`src/rtl/yl3_dec_formatter.sv`:
```
// Binary-to-ASCII decimal formatter for the YL-3 eight-digit display driver.
// Sequential double-dabble conversion, leading-zero blanking and overflow pattern, then a load/ready handoff.
module yl3_dec_formatter #(
  parameter int WIDTH    = 27,
  parameter bit BLANK_LZ = 1'b1
) (
  input  logic             clk,
  input  logic             rst,
  input  logic [WIDTH-1:0] in_value,
  input  logic             in_valid,
  output logic             in_ready,
  output logic [63:0]      disp_data,
  output logic             disp_load,
  input  logic             disp_ready
);

  typedef enum logic [2:0] {
    IDLE     = 3'd0,
    CONV     = 3'd1,
    FMT      = 3'd2,
    WAIT_RDY = 3'd3,
    LOAD     = 3'd4
  } state_t;

  localparam logic [26:0] MAX_DEC  = 27'd99_999_999;
  localparam logic [63:0] ALL_SP   = 64'h2020_2020_2020_2020;
  localparam logic [63:0] OFLO_PAT = 64'h2020_2020_4F46_4C4F;
  localparam logic [4:0]  LAST     = 5'(WIDTH - 1);

  state_t           state;
  logic [WIDTH-1:0] bin;
  logic [31:0]      bcd;
  logic [4:0]       cnt;

  logic [26:0]      in_ext;
  logic             oflo;
  logic [31:0]      bcd_adj;
  logic [63:0]      fmt;
  logic             leading;

  // For WIDTH <= 26 the zero-extended value can never exceed the limit, so this folds to 0.
  assign in_ext = 27'(in_value);
  assign oflo   = (in_ext > MAX_DEC);

  // NOTE: every always_comb output gets a default before any conditional write, so no latch is inferred.
  always_comb begin
    bcd_adj = '0;
    for (int i = 0; i < 8; i++) begin
      bcd_adj[4*i +: 4] = (bcd[4*i +: 4] >= 4'd5) ? bcd[4*i +: 4] + 4'd3 : bcd[4*i +: 4];
    end
  end

  // Walk from the most significant nibble; blanking stops at the first nonzero digit or the last digit.
  always_comb begin
    fmt     = '0;
    leading = BLANK_LZ;
    for (int i = 7; i >= 0; i--) begin
      if (i != 0 && leading && bcd[4*i +: 4] == 4'd0) begin
        fmt[8*i +: 8] = 8'h20;
      end else begin
        fmt[8*i +: 8] = {4'h3, bcd[4*i +: 4]};
        leading       = 1'b0;
      end
    end
  end

  // NOTE: sequential state uses non-blocking assignments only, so every register sees pre-edge values.
  always_ff @(posedge clk or posedge rst) begin
    if (rst) begin
      state     <= IDLE;
      disp_data <= ALL_SP;
      bin       <= '0;
      bcd       <= '0;
      cnt       <= '0;
    end else begin
      case (state)
        IDLE: begin
          if (in_valid) begin
            if (oflo) begin
              disp_data <= OFLO_PAT;
              state     <= WAIT_RDY;
            end else begin
              bin   <= in_value;
              bcd   <= '0;
              cnt   <= '0;
              state <= CONV;
            end
          end
        end
        CONV: begin
          {bcd, bin} <= {bcd_adj[30:0], bin, 1'b0};
          cnt        <= cnt + 5'd1;
          if (cnt == LAST) state <= FMT;
        end
        FMT: begin
          disp_data <= fmt;
          state     <= WAIT_RDY;
        end
        WAIT_RDY: begin
          if (disp_ready) state <= LOAD;
        end
        LOAD: begin
          // The driver drops ready once it has captured the data.
          if (!disp_ready) state <= IDLE;
        end
        default: state <= IDLE;
      endcase
    end
  end

  assign in_ready  = (state == IDLE);
  assign disp_load = (state == LOAD);

endmodule

```
`config.mk`:
```
export PLATFORM = sky130hd
export DESIGN_NAME = yl3_dec_formatter
export DESIGN_NICKNAME = d
export VERILOG_FILES = /design/src/rtl/yl3_dec_formatter.sv
export SDC_FILE = /design/constraint.sdc
export NUM_CORES = 1
export LEC_CHECK = 0
export CORE_ASPECT_RATIO = 1.4
export CORE_MARGIN = 1
export CORE_UTILIZATION = 29
export DETAILED_ROUTE_END_ITERATION = 8
export PLACE_DENSITY = 0.54
export SYNTH_ARGS = -nofsm -noshare
export SYNTH_HDL_FRONTEND = slang
export SYNTH_SLANG_ARGS = --single-unit
```
`constraint.sdc`:
```
create_clock -name clk -period 3.67 [get_ports clk]
set_input_delay 0.5505 -clock clk [delete_from_list [all_inputs] [get_ports clk]]
set_output_delay 0.5505 -clock clk [all_outputs]
set_load 0.05 [all_outputs]
```
# [Yosys cells after proc, flatten, opt, wreduce, memory -nomap -nowiden]
# Cells that the tools add are included.
[totals] regBits=131 output_inout_bits=66 elab_cells=92 in_bits=31
[op_classes] eq_ne=11 reduce_logical=19 add_sub_neg=9 order_cmp=9 n_mux=39
[op_table] op="$mux 64" count=2
[op_table] op="$pmux 64 s2" count=1
[op_table] op="$mux 32" count=2
[op_table] op="$pmux 32 s2" count=1
[op_table] op="$mux 27" count=2
[op_table] op="$pmux 27 s2" count=1
[op_table] op="$mux 5" count=9
[op_table] op="$ge 4x3->1 const B" count=8
[op_table] op="$add 4x2->4 const B" count=7
[op_table] op="$logic_not 4->1" count=7
[op_table] op="$mux 4" count=7
[op_table] op="$gt 27x27->1 const B" count=1
[op_table] op="$mux 3" count=5
[op_table] op="$pmux 3 s5" count=1
[op_table] op="$ne 2x2->1 const B" count=5
[op_table] op="$pmux 5 s2" count=1
[op_table] op="$eq 3x2->1 const B" count=2
[op_table] op="$logic_and 1x1->1" count=6
[op_table] op="$mux 1" count=6
[op_table] op="$reduce_and 3->1" count=2
[op_table] op="$add 5x1->5 const B" count=1
[op_table] op="$eq 5x5->1 const B" count=1
[op_table] op="$reduce_and 4->1" count=1
[op_table] op="$reduce_bool 2->1" count=2
[op_table] op="other kinds (6)" count=6

# [Longest topological paths before layout]
# Gate-level depths: netlist of the first run.
[depth] depth_word=15 ltp_mapped=8 depth_no_buf=7

# [Worst setup path before layout of the first run]
# No wires, ideal clock.
[synth_timing] path_type="reg-to-output" start="reg state[0]" end="out in_ready" required_time_ps=3119 arrival_ps=1500 n_path_buf=1 setup_slack_ps=1620 stages_incl_launch_ff=4 path_cell_list="dfrtp_1 -> buf_2 -> or2_2 -> nor2_1"
[synth_between] elab_chain_cells=1
[synth_rtl] item="start, declared" line="30" source="state_t state;"
[synth_rtl] item="start signal, assigned" line="70" source="state <= IDLE;"
[synth_rtl] item="start signal, assigned" line="81" source="state <= WAIT_RDY;"
[synth_rtl] item="start signal, assigned" line="86" source="state <= CONV;"
[synth_rtl] item="$logic_not 3->1" line="111" source="assign in_ready = (state == IDLE);"
[synth_rtl] item="end, declared" line="11" source="output logic in_ready,"
# Every way passes these cells.

# [Worst setup path after layout of the first run]
# Ends and elaborated chain as after synthesis.

==> impl_metrics.json, run 1 <==
{
  "grt_antenna_before_repair": 0,
  "synthSimpleGateAreaFrac_pct": 10.16,
  "worst_slack_ns": 0.9069,
  "async_reset_ff_share_pct": 100.0,
  "total_power_w": 0.006859,
  "portBuffers": 80,
  "yosysUniqueCellTypes": 51,
  "dieHeight_um": 165.7,
  "synth.avg_cell_area_um2": 10.46,
  "min_path_type": "reg2reg",
  "ys_top_cells_by_count": "108 x dfrtp_1, 69 x nand2_1, 45 x a21oi_1",
  "cts_root_buffer": "clkbuf_16",
  "rows": 59,
  "ys_top_cells_by_area": "dfrtp_1 49%, a22o_1 6.2%, ha_1 5.4%",
  "fin_nets": 644,
  "wl_mm": 13.95,
  "fin_crit_ns": 2.763,
  "cts.htree.levels": 3,
  "synth_fa_ha_area_share_pct": 5.407,
  "crit_chain": "or2_2 -> nor2_1 -> clkdlybuf4s50_1",
  "netlist_instances": 531,
  "end_kind": "primary output",
  "first_pass_iters": 4,
  "cts_hold_buf": 0,
  "cts_max_path_buffers": 2,
  "status": "completed",
  "cap_violations": 0,
  "fin_worst_skew_ns": 0.007403,
  "fp.dieArea_um2": 19720,
  "slowest_delay_ns": 0.83,
  "rsz0062_at_grt": "no",
  "post_drt_wl_per_cell_um": 16.64,
  "clock_latency_ns": 0.36,
  "finalHoldViolations": 0,
  "vias": 4314,
  "overflow": 0,
  "pre_cts_slack_ns": 0.7894,
  "finalSetupViolations": 0,
  "gp_congestion": 0.7817,
  "core-area_um2": 18680,
  "grtUsageTotal_pct": 14.64,
  "pwr-share-comb_pct": 53.5,
  "crit_path_start_kind": "flip-flop",
  "crit_arrival_ns": 2.21,
  "n_antenna_cell": 0,
  "pwr-share-seq_pct": 32.6,
  "required_ns": 3.12,
  "synth_seq_area_share_pct": 49.13,
  "post-synth-top-count-cell": "dfrtp_1",
  "peakVddDrop_uv": 456.6,
  "fmax_mhz": 361.9,
  "tightestPinTransition_ns": 0.9724,
  "start_util_pct": 29.74,
  "dpl-instance-area_um2": 6469,
  "relSlewSlack_pct": 35.10,
  "yosysWarnings": 0,
  "cellInternalPower_w": 0.003622,
  "die_w_um": 119.0,
  "synthFlopType": "dfrtp_1",
  "worstRegToRegCells": 5,
  "synth_top_family_by_area": "compound AO/OA/AOI/OAI gates",
  "drt_iter0_drc": 242,
  "drive_gt1_share_pct": 6.229,
  "area_growth_pct": 21.65,
  "vias_per_cell": 5.148,
  "drv_slew": 0,
  "path_clk_slew_ns": 0.07,
  "grt_pass1_vias": 4341,
  "cts-buffers-inserted": 9,
  "io_pins": 97,
  "synthXorXnorAreaFrac_pct": 1.419,
  "synth_seq_cells": 109,
  "power.leakage_nw": 2.837,
  "yosys.area.top_type_share_pct": 48.66,
  "cts_sinks": 109,
  "grt_pass1_wl_mm": 22.93,
  "drc_errors": 0,
  "dp_hpwl_mm": 9.404,
  "post-route-period-util_pct": 75.29,
  "fin_setup_tns_ns": 0,
  "p_sw_w": 0.003238,
  "grt_max_degree": 69,
  "cts_resized": 0,
  "worst_hold_path.num_cells": 1,
  "slowest_stage": "clkdlybuf4s50_1",
  "switching_share_pct": 47.20,
  "synth-edff-count": 0,
  "final_antenna_net_count": 0,
  "synth_mux_area_share_pct": 0.1802,
  "path_class": "reg2out",
  "pwr-share-clk_pct": 13.9,
  "synth_compound_area_share_pct": 26.20,
  "path_max_fanout": 11,
  "synth.cell_area_um2": 5554,
  "post_cts_buffers": 0,
  "postLayoutCellArea_um2": 6756,
  "synth_top_cell_by_area": "dfrtp_1",
  "power_density_nw_per_um2": 1015,
  "cts_tree": "done"
}
[worst paths after layout]
kind,from,end,slack (ns)
min in group asynchronous,rst,bin[18],0.59
hold / removal,disp_data[60],disp_data[60],0.48
max in group asynchronous,rst,disp_data[29],2.29
setup reg to reg,state[1],bin[24],1.51
setup / recovery,state[0],in_ready,0.91
hold reg to reg,disp_data[60],disp_data[60],0.48
[routing by layer]
metal / up-vias / GRT usage [%] / routed length [µm]
li1: 2039 / - / -
met1: 2164 / 17.83 / 6108
met2: 97 / 25.48 / 7144
met3: 14 / 2.953 / 488
met4: 0 / 5.173 / 206
met5: - / 0 / 0
[worst max-delay path, delay by kind of cell, from the launching register on]
kind                   cells  cell delay (ns)
buffers and inverters      1             0.83
DFF                        1             0.50
and+or+nand+nor            2             0.52
[metrics by stage]
stage          utilization [%]  hold WS, ns  cells
2_1_floorplan                -       0.4666    545
3_3_place_gp             34.64       0.4682    822
3_5_place_dp             34.64       0.4688    822
4_1_cts                  36.18       0.4866    838
5_1_grt                  36.18       0.5123    838
6_report                 36.18       0.4809    838
[cells by family (layout without fill, tap and decap cells)]
kind of cell    Yosys count  in the layout
compound gates          191            191
xor+xnor                  9              9
fa+ha+maj                24             24
buf+inv                  77            126
flops                   109            109
mux                       1              1
other cells               2             16
simple gates            118            118
[layout by cell type, fill, tap and decap left out, types with 9 or more instances in the layout]
master,instances
dfrtp_1,108
clkdlybuf4s50_1,80
nand2_1,69
a21oi_1,45
a22o_1,39
a41oi_1,25
ha_1,24
inv_1,21
o21ai_0,18
conb_1,16
nor3b_1,12
nor2_1,11
a21o_1,10
o2bb2ai_1,9
clkbuf_16,9
[final cells by class]
class,instances,area [µm²]
sequential,109,2729
multi-input combinational,359,2476
tap,244,305.3
clock buffer,11,252.7
inverter,22,85.08
fill,1832,11920
clock inverter,5,35.03
timing repair buffer,88,873.3
[flip-flops by register name, indices dropped and copies added (netlist names)]
name	count
bin	27
state	3
cnt	5
bcd	32
disp_data	42
[power by group through the flow]
stage,clock network (W),logic (W),registers (W)
2_1_floorplan,0,0.00204,0.00286
3_3_place_gp,0,0.00362,0.00225
3_5_place_dp,0,0.00371,0.00225
4_1_cts,0.000984,0.00372,0.00224
5_1_grt,0.00102,0.00399,0.00231
6_report,0.000952,0.00367,0.00224
Note: power is estimated with default switching activity, not from simulation.
==> run 2: changes to the inputs <==
PLACE_DENSITY = 0.56   (was 0.54)
clock period = 2.33 ns   (was 3.67 ns; I/O delays follow)
==> run 2 against run 1 <==
Net effect: die area stayed put; global-route usage is 0.073 points higher; worst hold slack worse by 0.11 ns; total power rose by 61%; critical path type is now in2reg; clock-buffer cell count is 1 lower; combinational power rose by 66%; largest cell class unchanged; sequential share of layout area is 1.3 points lower.
==> impl_metrics.json, run 2 (synthesized netlist as in run 1, its figures left out) <==
{
  "status": "completed",
  "r2r-end": "bin[15]",
  "wl_mm": 14.02,
  "area_growth_pct": 25.57,
  "fp.dieArea_um2": 19720,
  "dp_hpwl_mm": 9.825,
  "dpl-instance-area_um2": 6708,
  "cts_root_buffer": "clkbuf_16",
  "required_ns": 2.62,
  "finalHoldViolations": 0,
  "tightestPinTransition_ns": 0.6536,
  "gp_congestion": 0.7553,
  "fin_nets": 663,
  "cp_top_family": "compound AO/OA/AOI/OAI gates",
  "vias_per_cell": 5.097,
  "min_path_type": "in2async",
  "mostFrequentLayoutCell": "dfrtp_1",
  "fmax_mhz": 474.7,
  "rows": 59,
  "grt_pass1_vias": 4487,
  "start_util_pct": 29.74,
  "pwr-share-clk_pct": 13.0,
  "crit_path_start_kind": "input pin",
  "cts.htree.levels": 3,
  "cts-buffers-inserted": 9,
  "worst_slack_ns": 0.2234,
  "largestRegisters": "disp_data: 42 flops, bcd: 32 flops, bin: 27 flops",
  "drive_gt1_share_pct": 9.299,
  "drc_errors": 0,
  "post_drt_wl_per_cell_um": 16.36,
  "relSlewSlack_pct": 56.32,
  "slowest_delay_ns": 0.53,
  "fillers": 1849,
  "pwr-share-seq_pct": 31.5,
  "postLayoutCellArea_um2": 6974,
  "end_kind": "flip-flop",
  "grt_antenna_before_repair": 0,
  "cts_sinks": 109,
  "post_cts_buffers": 0,
  "final_core_util_pct": 37.34,
  "ff_latch_area_um2": 2729,
  "final_antenna_net_count": 0,
  "power.leakage_nw": 2.967,
  "first_pass_iters": 4,
  "n_antenna_cell": 0,
  "cts_tree": "done",
  "die_w_um": 119.0,
  "rsz0062_at_grt": "no",
  "switching_share_pct": 46.80,
  "overflow": 0,
  "portBuffers": 80,
  "fin_worst_skew_ns": 0.01132,
  "fin_crit_ns": 2.107,
  "cellInternalPower_w": 0.005859,
  "cts_resized": 0,
  "crit_arrival_ns": 2.39,
  "regMostFlops": "disp_data",
  "vias": 4368,
  "slowest_stage": "a21oi_2",
  "cts_max_path_buffers": 2,
  "r2r_slack_ns": 0.44,
  "grt_max_degree": 53,
  "p_sw_w": 0.005155,
  "drv_slew": 0,
  "path_clk_slew_ns": 0.07,
  "path_max_fanout": 12,
  "io_pins": 97,
  "peakVddDrop_uv": 903.2,
  "post-route-period-util_pct": 90.41,
  "grtUsageTotal_pct": 14.72,
  "dieHeight_um": 165.7,
  "power_density_nw_per_um2": 1579,
  "multiInputGateArea_um2": 2476,
  "largest_reg_flops": 42,
  "core-area_um2": 18680,
  "grt_pass1_wl_mm": 23.18,
  "finalSetupViolations": 0,
  "cap_violations": 0,
  "final_cell_mix": "108 x dfrtp_1, 78 x clkdlybuf4s50_1, 69 x nand2_1",
  "path_class": "in2reg",
  "crit_chain": "clkdlybuf4s50_1 -> nand4b_1 -> a211oi_2 -> o2111ai_1 -> a21oi_2 -> o22a_1",
  "pwr-share-comb_pct": 55.5,
  "cts_hold_buf": 0,
  "clock_latency_ns": 0.36,
  "worstRegToRegCells": 4,
  "drt_iter0_drc": 275,
  "path_buf_inv": 1,
  "pre_cts_slack_ns": -0.1650,
  "r2r_start": "state[0]"
}
==> run 2: changes by cell type in the layout (fill, tap and decap cells not counted) <==
cell / change
buf_4: +13
buf_12: +8
clkbuf_8: -2
clkdlybuf4s50_1: -2
clkinv_2: +2
clkinv_4: -2
inv_6: +2
clkbuf_1: +1
inv_4: -1
==> run 2: per-layer routing <==
layer / routed length (µm) / track usage [%]
met3: 410 / 2.266
met4: 179 / 5.834
met5: 0 / 0
met2: 7379 / 26.24
met1: 6052 / 17.56
==> run 2: through the flow <==
| step | power [W] | instances | hold WS [ns] | setup TNS (ns) |
|---|---|---|---|---|
| after global routing | 0.01177 | 857 | 0.3985 | 0 |
| after CTS | 0.01114 | 857 | 0.3820 | 0 |
| after floorplan | 0.007718 | 545 | 0.4666 | 0 |
| after global placement | 0.009480 | 841 | 0.4659 | -0.8599 |
| after detailed placement | 0.009645 | 841 | 0.4695 | -1.690 |
| final | 0.01101 | 857 | 0.3724 | 0 |
==> run 2: worst max path at each step <==
stage | cells past startpoint | from | slack, ns | endpoint
5_1_grt | 6 | in_value[17] | 0.06 | disp_data[18]
6_report | 6 | in_value[17] | 0.22 | disp_data[18]
3_3_place_gp | 6 | in_value[17] | -0.08 | disp_data[10]
4_1_cts | 6 | in_value[17] | 0.20 | disp_data[18]
3_5_place_dp | 6 | in_value[17] | -0.17 | disp_data[18]
2_1_floorplan | 3 | state[0] | 0.48 | in_ready
==> run 2: power by group through the flow <==
stage	combinational, W	clock [W]	sequential [W]
after floorplan	0.00322	0	0.00450
after global placement	0.00601	0	0.00348
after detailed placement	0.00615	0	0.00350
after CTS	0.00617	0.00149	0.00348
after global routing	0.00661	0.00156	0.00360
final	0.00611	0.00143	0.00347
==> run 2: layout make-up <==
| class | instances | area share, % |
|---|---|---|
| sequential | 109 | 39.13 |
| multi-input combinational | 359 | 35.50 |
| timing repair buffer | 107 | 15.93 |
| tap | 244 | 4.377 |
| clock buffer | 10 | 3.283 |
| inverter | 22 | 1.238 |
| clock inverter | 6 | 0.5382 |
